### src/rtl/rr_grant_sched.sv
// Round-robin req/gnt scheduler: one registered one-hot owner at a time,
// released on done, req drop or hold limit, with a one-cycle bubble between owners.

module rr_grant_lane #(
    parameter int IDX = 0,
    parameter int PW  = 2
) (
    input  logic [PW-1:0] ptr,
    input  logic          req_bit,
    output logic          hi_req
);
    // Request sits at or above the rotating pointer, so it wins before wrapped ones.
    assign hi_req = req_bit && (PW'(IDX) >= ptr);
endmodule

module rr_grant_sched #(
    parameter int NUM_REQ  = 4,
    parameter int MAX_HOLD = 8
) (
    input  logic                       clk,
    input  logic                       rst,
    input  logic [NUM_REQ-1:0]         req,
    input  logic [NUM_REQ-1:0]         done,
    output logic [NUM_REQ-1:0]         gnt,
    output logic                       gnt_vld,
    output logic [$clog2(NUM_REQ)-1:0] gnt_id,
    output logic                       timeout
);
    localparam int PW = $clog2(NUM_REQ);
    localparam int HW = $clog2(MAX_HOLD + 1);

    typedef enum logic [1:0] {S_IDLE, S_OWN, S_REL} state_t;

    state_t               state_q, state_d;
    logic [PW-1:0]        ptr_q, ptr_d;
    logic [HW-1:0]        hold_cnt_q, hold_cnt_d;
    logic [NUM_REQ-1:0]   gnt_q, gnt_d;
    logic                 gnt_vld_q, gnt_vld_d;
    logic [PW-1:0]        gnt_id_q, gnt_id_d;
    logic                 timeout_q, timeout_d;

    logic [NUM_REQ-1:0]   hi_req;
    logic                 win_vld;
    logic                 use_hi;
    logic [PW-1:0]        win_id;
    logic                 owner_done;
    logic                 owner_req;
    logic                 hold_lim;
    logic                 release_now;

    for (genvar i = 0; i < NUM_REQ; i++) begin : g_lane
        rr_grant_lane #(.IDX(i), .PW(PW)) u_lane (
            .ptr     (ptr_q),
            .req_bit (req[i]),
            .hi_req  (hi_req[i])
        );
    end

    // Lowest set bit among requests at/above ptr; if none, lowest overall (wrap).
    always_comb begin
        win_vld = |req;
        use_hi  = |hi_req;
        win_id  = '0;
        for (int i = NUM_REQ - 1; i >= 0; i--) begin
            if (use_hi ? hi_req[i] : req[i]) win_id = PW'(i);
        end
    end

    assign owner_done  = done[gnt_id_q];
    assign owner_req   = req[gnt_id_q];
    assign hold_lim    = (hold_cnt_q == HW'(MAX_HOLD));
    assign release_now = owner_done || !owner_req || hold_lim;

    always_comb begin
        state_d    = state_q;
        ptr_d      = ptr_q;
        hold_cnt_d = hold_cnt_q;
        gnt_d      = gnt_q;
        gnt_vld_d  = gnt_vld_q;
        gnt_id_d   = gnt_id_q;
        timeout_d  = 1'b0;

        case (state_q)
            S_IDLE, S_REL: begin
                if (win_vld) begin
                    state_d    = S_OWN;
                    gnt_d      = NUM_REQ'(1) << win_id;
                    gnt_vld_d  = 1'b1;
                    gnt_id_d   = win_id;
                    hold_cnt_d = HW'(1);
                    ptr_d      = (win_id == PW'(NUM_REQ - 1)) ? '0 : win_id + 1'b1;
                end else begin
                    state_d    = S_IDLE;
                    gnt_d      = '0;
                    gnt_vld_d  = 1'b0;
                    gnt_id_d   = '0;
                    hold_cnt_d = '0;
                end
            end
            S_OWN: begin
                if (release_now) begin
                    state_d    = S_REL;
                    gnt_d      = '0;
                    gnt_vld_d  = 1'b0;
                    gnt_id_d   = '0;
                    hold_cnt_d = '0;
                    // A concurrent done or req drop makes this an ordinary release.
                    timeout_d  = hold_lim && !owner_done && owner_req;
                end else if (hold_cnt_q != '1) begin
                    hold_cnt_d = hold_cnt_q + 1'b1;
                end
            end
            default: begin
                state_d    = S_IDLE;
                gnt_d      = '0;
                gnt_vld_d  = 1'b0;
                gnt_id_d   = '0;
                hold_cnt_d = '0;
            end
        endcase
    end

    always_ff @(posedge clk) begin
        if (rst) begin
            state_q    <= S_IDLE;
            ptr_q      <= '0;
            hold_cnt_q <= '0;
            gnt_q      <= '0;
            gnt_vld_q  <= 1'b0;
            gnt_id_q   <= '0;
            timeout_q  <= 1'b0;
        end else begin
            state_q    <= state_d;
            ptr_q      <= ptr_d;
            hold_cnt_q <= hold_cnt_d;
            gnt_q      <= gnt_d;
            gnt_vld_q  <= gnt_vld_d;
            gnt_id_q   <= gnt_id_d;
            timeout_q  <= timeout_d;
        end
    end

    assign gnt     = gnt_q;
    assign gnt_vld = gnt_vld_q;
    assign gnt_id  = gnt_id_q;
    assign timeout = timeout_q;

endmodule
### config.mk
export PLATFORM = sky130hd
export DESIGN_NAME = rr_grant_sched
export DESIGN_NICKNAME = d
export VERILOG_FILES = /design/src/rtl/rr_grant_sched.sv
export SDC_FILE = /design/constraint.sdc
export NUM_CORES = 1
export LEC_CHECK = 0
export CORE_UTILIZATION = 51
export DETAILED_ROUTE_END_ITERATION = 8
export PLACE_DENSITY = 0.9
export SLEW_MARGIN = 20
export SYNTH_ARGS = -nofsm -noshare
export SYNTH_HDL_FRONTEND = slang
export SYNTH_SLANG_ARGS = --single-unit
### constraint.sdc
create_clock -name clk -period 2.2 [get_ports clk]
set_input_delay 0.33 -clock clk [delete_from_list [all_inputs] [get_ports clk]]
set_output_delay 0.33 -clock clk [all_outputs]
set_load 0.02 [all_outputs]
==> summary.md, run 1 <==
| Metric | Value |
|---|---|
| Outcome | `finished, final reports clean` |
| Die Y | `40.6 um` |
| Crit share post-route | `0.834` |
| Final Instance Area | `roughly 980 um^2` |
| Setup Buffers After CTS | `0` |
| WHS Path Cells | `1` |
| Share of post-route cells with drive strength above 1 | `0.0808` |
| Reg2reg path depth | `5` |
| Startpoint Class | `primary input` |
| Clock tree sinks | `16` |
| CTS tree | `yes` |
| Global route overflow | `0` |
| Final setup viols | `0` |
| Drt drc | `0` |
| First-pass GRT wire length | `2500 um` |
| Max FO, Critical Path | `4` |
| Post-Synth Adder-Cell Area | `0.0660` |
| Core area | `1350 um^2` |
| Post-route minimum period | `about 1.8 ns` |
| Hold Buf Count CTS | `0` |
| Root buffer cell | `clkbuf_4` |
| Setup TNS | `0 ns` |
| Placed inst area | `940 um^2` |
| Initial DRC Count | `19` |
| Post-DR wirelength/cell | `14.4 um` |
| Final Hold Viols | `0` |
| Maximum capacitance violations | `0` |
| # fillers | `114` |
| Skew final | `0.00266 ns` |
| Area growth syn-to-layout | `28.7%` |
| Yosys warns | `0` |
| Post-Synth XOR/XNOR Area | `0` |
| Slew Limit Fails | `0` |
| Via count | `688` |
| Post-DRT Antenna Nets | `0` |
| Multiplexer area fraction after synthesis | `0.0561` |
| Critical Path RT | `2.39 ns` |
| Num rows | `13` |
| Syn Nets | `93` |
| Cell Pwr Density | `736 nW/um^2` |
| Post-synthesis compound-gate area fraction | `0.185` |
| Largest family of logic cells by synthesized area | `simple AND/OR/NAND/NOR gates` |
| VDD IR max | `about 0.41 mV` |
| Worst-path cell chain | `clkdlybuf4s50_1 > nand2b_1 > a21oi_1 > o32ai_1 > inv_1 > ha_1 > a22o_1` |
| Final Util | `0.723` |
| # IOs | `18` |
| Final antenna diode count | `0` |
| Seq/Total Area, Yosys | `0.422` |
| Total track usage | `0.237` |
| Final WL | `1650 um` |
| Average size of a mapped cell | `9.60 um^2` |
| Leak pwr | `0.414 nW` |
| Clock-pin slew on the worst setup and hold paths | `0.09 ns` |
| RSZ-0062 raised after global routing | `no` |
| WP data arrival | `around 2 ns` |
| Via-to-Cell Ratio | `6.04` |
| Crit. End Element | `flip-flop` |
| Initial Utilization | `0.562` |
| Synthesized flop and latch total | `16` |
| Die Wd | `40.6 um` |
| TritonCTS buffer count | `3` |
| Die ar. | `1650 um^2` |
| Synthesized instance count | `79` |
| CP max stage delay | `0.50 ns` |
| Drt pass-1 iters | `4` |
| IO Port Bufs | `17` |
| Clk buf depth | `2` |
| Nets | `114` |
| Crit Path Class | `primary input to flip-flop` |
| CTS H-tree depth | `1` |
| Largest net degree at the start of global routing | `11` |
| Gpl congestion | `0.912` |
| Post-CTS Resized | `0` |
| Worst skew pair latency | `0.29 ns` |
| Slowest stage cell, crit path | `clkdlybuf4s50_1` |
| Synth Area in Simple Gates | `0.221` |
| Worst Hold Class | `flip-flop to flip-flop` |
| Synthesized cell area | `758 um^2` |
| Final HPWL DP | `1270 um` |
| Actual slew at the worst max-slew pin | `0.559 ns` |
| Initial antenna violation count | `0` |
| Worst slew margin | `0.627` |
| Fmax | `545 MHz` |
| Cell variety after synth | `28` |
| Number of global-route vias before repair | `582` |
cell type report:
cell class	count	area, um^2	share of cell area
tap	15	18.8	0.0192
multi-input combinational	55	400	0.410
timing repair buffer	18	178	0.182
inverter	6	22.5	0.0231
clock buffer	4	36.3	0.0372
sequential	16	320	0.328
critical path, delay by kind of cell:
kind / cells / cell delay [ns]
AOI/OAI and AO/OA: 3 / 0.68
adders and majority gates: 1 / 0.22
buffers and inverters: 2 / 0.65
and+or+nand+nor: 1 / 0.13
layer usage:
layer  vias to the layer above  wire [um]  track usage
met3                         2         90       0.0889
li1                        325          -            -
met4                         0          6       0.0833
met1                       333        718        0.259
met2                        28        831        0.413
met5                         -          0            0
stage by stage:
step	worst slack (ns)	hold WS (ns)	std cells	total power, mW
finish	0.365	0.483	114	0.718
global route	0.273	0.519	114	0.756
CTS	0.364	0.488	114	0.720
detailed placement	0.0730	0.462	110	0.524
global placement	0.144	0.455	110	0.518
floorplan	0.569	0.402	79	0.451
cell usage in the layout (no fill, tap or decap), drive strengths merged:
cell	count
a32o	2
a31oi	2
ha	4
a21oi	3
clkdlybuf4s50	17
a211o	1
inv	6
and3	2
o211a	1
clkbuf	4
a22o	4
o22ai	1
and2	1
a211oi	2
dfxtp	16
nand3	2
nand2b	4
nor3	2
nor2	7
mux4	1
o32ai	1
nor2b	7
buf	1
mux2i	2
or2	1
nand3b	2
nand2	2
a31o	1
report_power, final:
part,internal [mW],leakage (nW),switching [mW]
Clock,0.101,0.0210,0.0960
Combinational,0.0910,0.262,0.0896
Sequential,0.317,0.131,0.0235
state kept, by name, summed over array words and instances (netlist names):
| name | count |
|---|---|
| state_q | 2 |
| gnt_vld | 1 |
| hold_cnt_q | 4 |
| gnt | 4 |
| ptr_q | 2 |
| timeout | 1 |
| gnt_id | 2 |
cell families (layout without fill, tap and decap cells):
logic type | Yosys count | count (layout)
buffers and inverters | 8 | 28
flip-flops | 16 | 16
AND/OR/NAND/NOR | 30 | 30
adder cells (fa/ha/maj) | 4 | 4
multiplexers | 3 | 3
AO/OA/AOI/OAI | 18 | 18
final timing paths:
| check | end | startpoint | slack [ns] |
|---|---|---|---|
| setup / recovery | gnt[3] | req[1] | 0.36 |
| hold / removal | gnt[0] | gnt[0] | 0.48 |
| setup reg to reg | gnt[3] | ptr_q[1] | 0.57 |
| hold reg to reg | gnt[0] | gnt[0] | 0.48 |
cell usage after synthesis:
cell type	n	area, um^2
dfxtp_1	16	320
nor2_1	7	26.3
nor2b_1	7	43.8
inv_1	6	22.5
a22o_1	4	35.0
ha_1	4	50.1
nand2b_1	4	25.0
a21oi_1	3	15.0
a211oi_1	2	15.0
a31oi_1	2	12.5
a32o_1	2	20.0
mux2i_1	2	20.0
nand2_1	2	7.51
nand3_1	2	10.0
nand3b_1	2	15.0
nor3_1	2	10.0
a211o_1	1	8.76
a31o_2	1	8.76
and2_1	1	6.26
and3_1	1	6.26
and3_4	1	11.3
buf_6	1	11.3
clkbuf_1	1	3.75
mux4_2	1	22.5
o211a_1	1	10.0
o22ai_1	1	6.26
o32ai_1	1	8.76
or2_1	1	6.26
(Power assumes the default switching activity.)
==> inputs of run 2 (changes only) <==
--- a/config.mk
+++ b/config.mk
@@ -5,9 +5,9 @@
 export SDC_FILE = /design/constraint.sdc
 export NUM_CORES = 1
 export LEC_CHECK = 0
-export CORE_UTILIZATION = 51
+export CORE_UTILIZATION = 42
 export DETAILED_ROUTE_END_ITERATION = 8
-export PLACE_DENSITY = 0.9
+export PLACE_DENSITY = 0.8
 export SLEW_MARGIN = 20
 export SYNTH_ARGS = -nofsm -noshare
 export SYNTH_HDL_FRONTEND = slang
==> constraint.sdc (replaced) <==
create_clock -name clk -period 1.6 [get_ports clk]
set_input_delay 0.24 -clock clk [delete_from_list [all_inputs] [get_ports clk]]
set_output_delay 0.24 -clock clk [all_outputs]
set_load 0.02 [all_outputs]
==> run 2 against run 1 <==
Compared with the run above:
- global-route usage shrank 5.4 points
- final cell count grew 16%
- power grew 44%
- critical path type unchanged
==> summary.md, run 2 (synthesis results as in run 1) <==
| Metric | Value |
|---|---|
| Nets | `around 120` |
| Initial antenna violation count | `0` |
| Most common cell after layout, fill and taps aside | `dfxtp_1` |
| CTS tree | `yes` |
| Share of post-route cells with drive strength above 1 | `0.185` |
| Reg2reg path depth | `6` |
| Drt pass-1 iters | `4` |
| Root buffer cell | `clkbuf_4` |
| Leak pwr | `0.493 nW` |
| Slew Limit Fails | `0` |
| Post-Place Worst Slack | `-0.288 ns` |
| IO Port Bufs | `17` |
| WHS Path Cells | `1` |
| Area growth syn-to-layout | `41.6%` |
| Core area | `1590 um^2` |
| WP data arrival | `roughly 1.7 ns` |
| Final Hold Viols | `0` |
| CTS H-tree depth | `1` |
| Die ar. | `approximately 2000 um^2` |
| Drt drc | `0` |
| Actual slew at the worst max-slew pin | `~0.30 ns` |
| Placed inst area | `around 1000 um^2` |
| Commonest cells after routing, fill and taps aside | `dfxtp_1, clkdlybuf4s50_1, buf_4` |
| Total track usage | `0.184` |
| Outcome | `finished, final reports clean` |
| Final HPWL DP | `1210 um` |
| Worst slew margin | `0.797` |
| Worst-path cell chain | `clkdlybuf4s50_1 > nor2b_1 > mux4_2 > and2_1 > a31o_2` |
| Largest net degree at the start of global routing | `11` |
| Post-route minimum period | `1.55 ns` |
| Maximum capacitance violations | `0` |
| VDD IR max | `0.717 mV` |
| Global route overflow | `0` |
| Via-to-Cell Ratio | `5.08` |
| Placed cells | `between 100 and 150` |
| Gpl congestion | `0.763` |
| Fmax | `approximately 650 MHz` |
| Clock-pin slew on the worst setup and hold paths | `roughly 0.09 ns` |
| Skew final | `0.00434 ns` |
| Crit path depth | `5` |
| Initial Utilization | `0.476` |
| CP delay by family, top | `multiplexers` |
| Num rows | `14` |
| Critical Path RT | `1.79 ns` |
| Final setup viols | `0` |
| Crit share post-route | `0.966` |
| TritonCTS buffer count | `3` |
| Final Instance Area | `approximately 1100 um^2` |
| First-pass GRT wire length | `2560 um` |
| Worst Hold Class | `flip-flop to flip-flop` |
| CP max stage delay | `0.50 ns` |
| Min setup slack post-route | `0.0543 ns` |
| Worst skew pair latency | `~0.3 ns` |
| Post-DR wirelength/cell | `12.3 um` |
| Via count | `670` |
| Clock tree sinks | `16` |
| Die Y | `between 40 and 50 um` |
| Clk buf depth | `2` |
| Final antenna diode count | `0` |
| Post-DRT Antenna Nets | `0` |
| Max FO, Critical Path | `3` |
| Cell Pwr Density | `961 nW/um^2` |
| Number of global-route vias before repair | `598` |
| Die Wd | `44.5 um` |
| Slowest stage cell, crit path | `mux4_2` |
| # IOs | `18` |
| Final WL | `1620 um` |
| WP buf/inv | `1` |
| RSZ-0062 raised after global routing | `no` |
| Crit Path Class | `primary input to flip-flop` |
| Startpoint Class | `primary input` |
| Final Util | `0.673` |
| Setup TNS | `0 ns` |
| Non-Filler Instances | `132` |
| Crit. End Element | `flip-flop` |
| Initial DRC Count | `18` |
run 2: area by class of cell:
cell class | count | area (um^2)
Fill cell | 137 | 520
Tap cell | 24 | 30.0
Timing Repair Buffer | 27 | 253
Clock buffer | 4 | 36.3
Multi-Input combinational cell | 55 | 410
Inverter | 6 | 22.5
Sequential cell | 16 | 322
run 2: final timing paths:
| path | start | slack, ns | endpoint |
|---|---|---|---|
| hold / removal | gnt[3] | 0.50 | gnt[3] |
| hold reg to reg | gnt[3] | 0.50 | gnt[3] |
| setup / recovery | req[3] | 0.05 | gnt_vld |
| setup reg to reg | ptr_q[1] | 0.12 | gnt[3] |
run 2: timing repair:
item / in CTS / in global routing
buffers inserted: 0 / 0
gates resized for setup: 0 / 5
endpoints found under the hold margin: 0 / 0
setup endpoints to repair: 0 / 9
hold buffers: 0 / 0
run 2: power by group:
group	switching, mW	leakage, nW	internal (mW)	total [mW]
logic	0.131	0.340	0.166	0.298
clock network	0.127	0.0210	0.139	0.266
registers	0.0321	0.132	0.437	0.469
run 2: metrics by stage:
stage | power (mW) | hold slack (ns)
3_5_place_dp | 0.769 | 0.471
3_3_place_gp | 0.763 | 0.457
6_report | 1.03 | 0.495
4_1_cts | 1.04 | 0.500
5_1_grt | 1.08 | 0.514
2_1_floorplan | 0.621 | 0.312
run 2: layer usage:
layer / part of all wire / global-route usage / vias to the layer above
li1: - / - / 341
met1: 0.46 / 0.229 / 300
met2: 0.45 / 0.282 / 24
met3: 0.066 / 0.0735 / 5
met4: 0.018 / 0.0727 / 0
met5: 0 / 0 / -
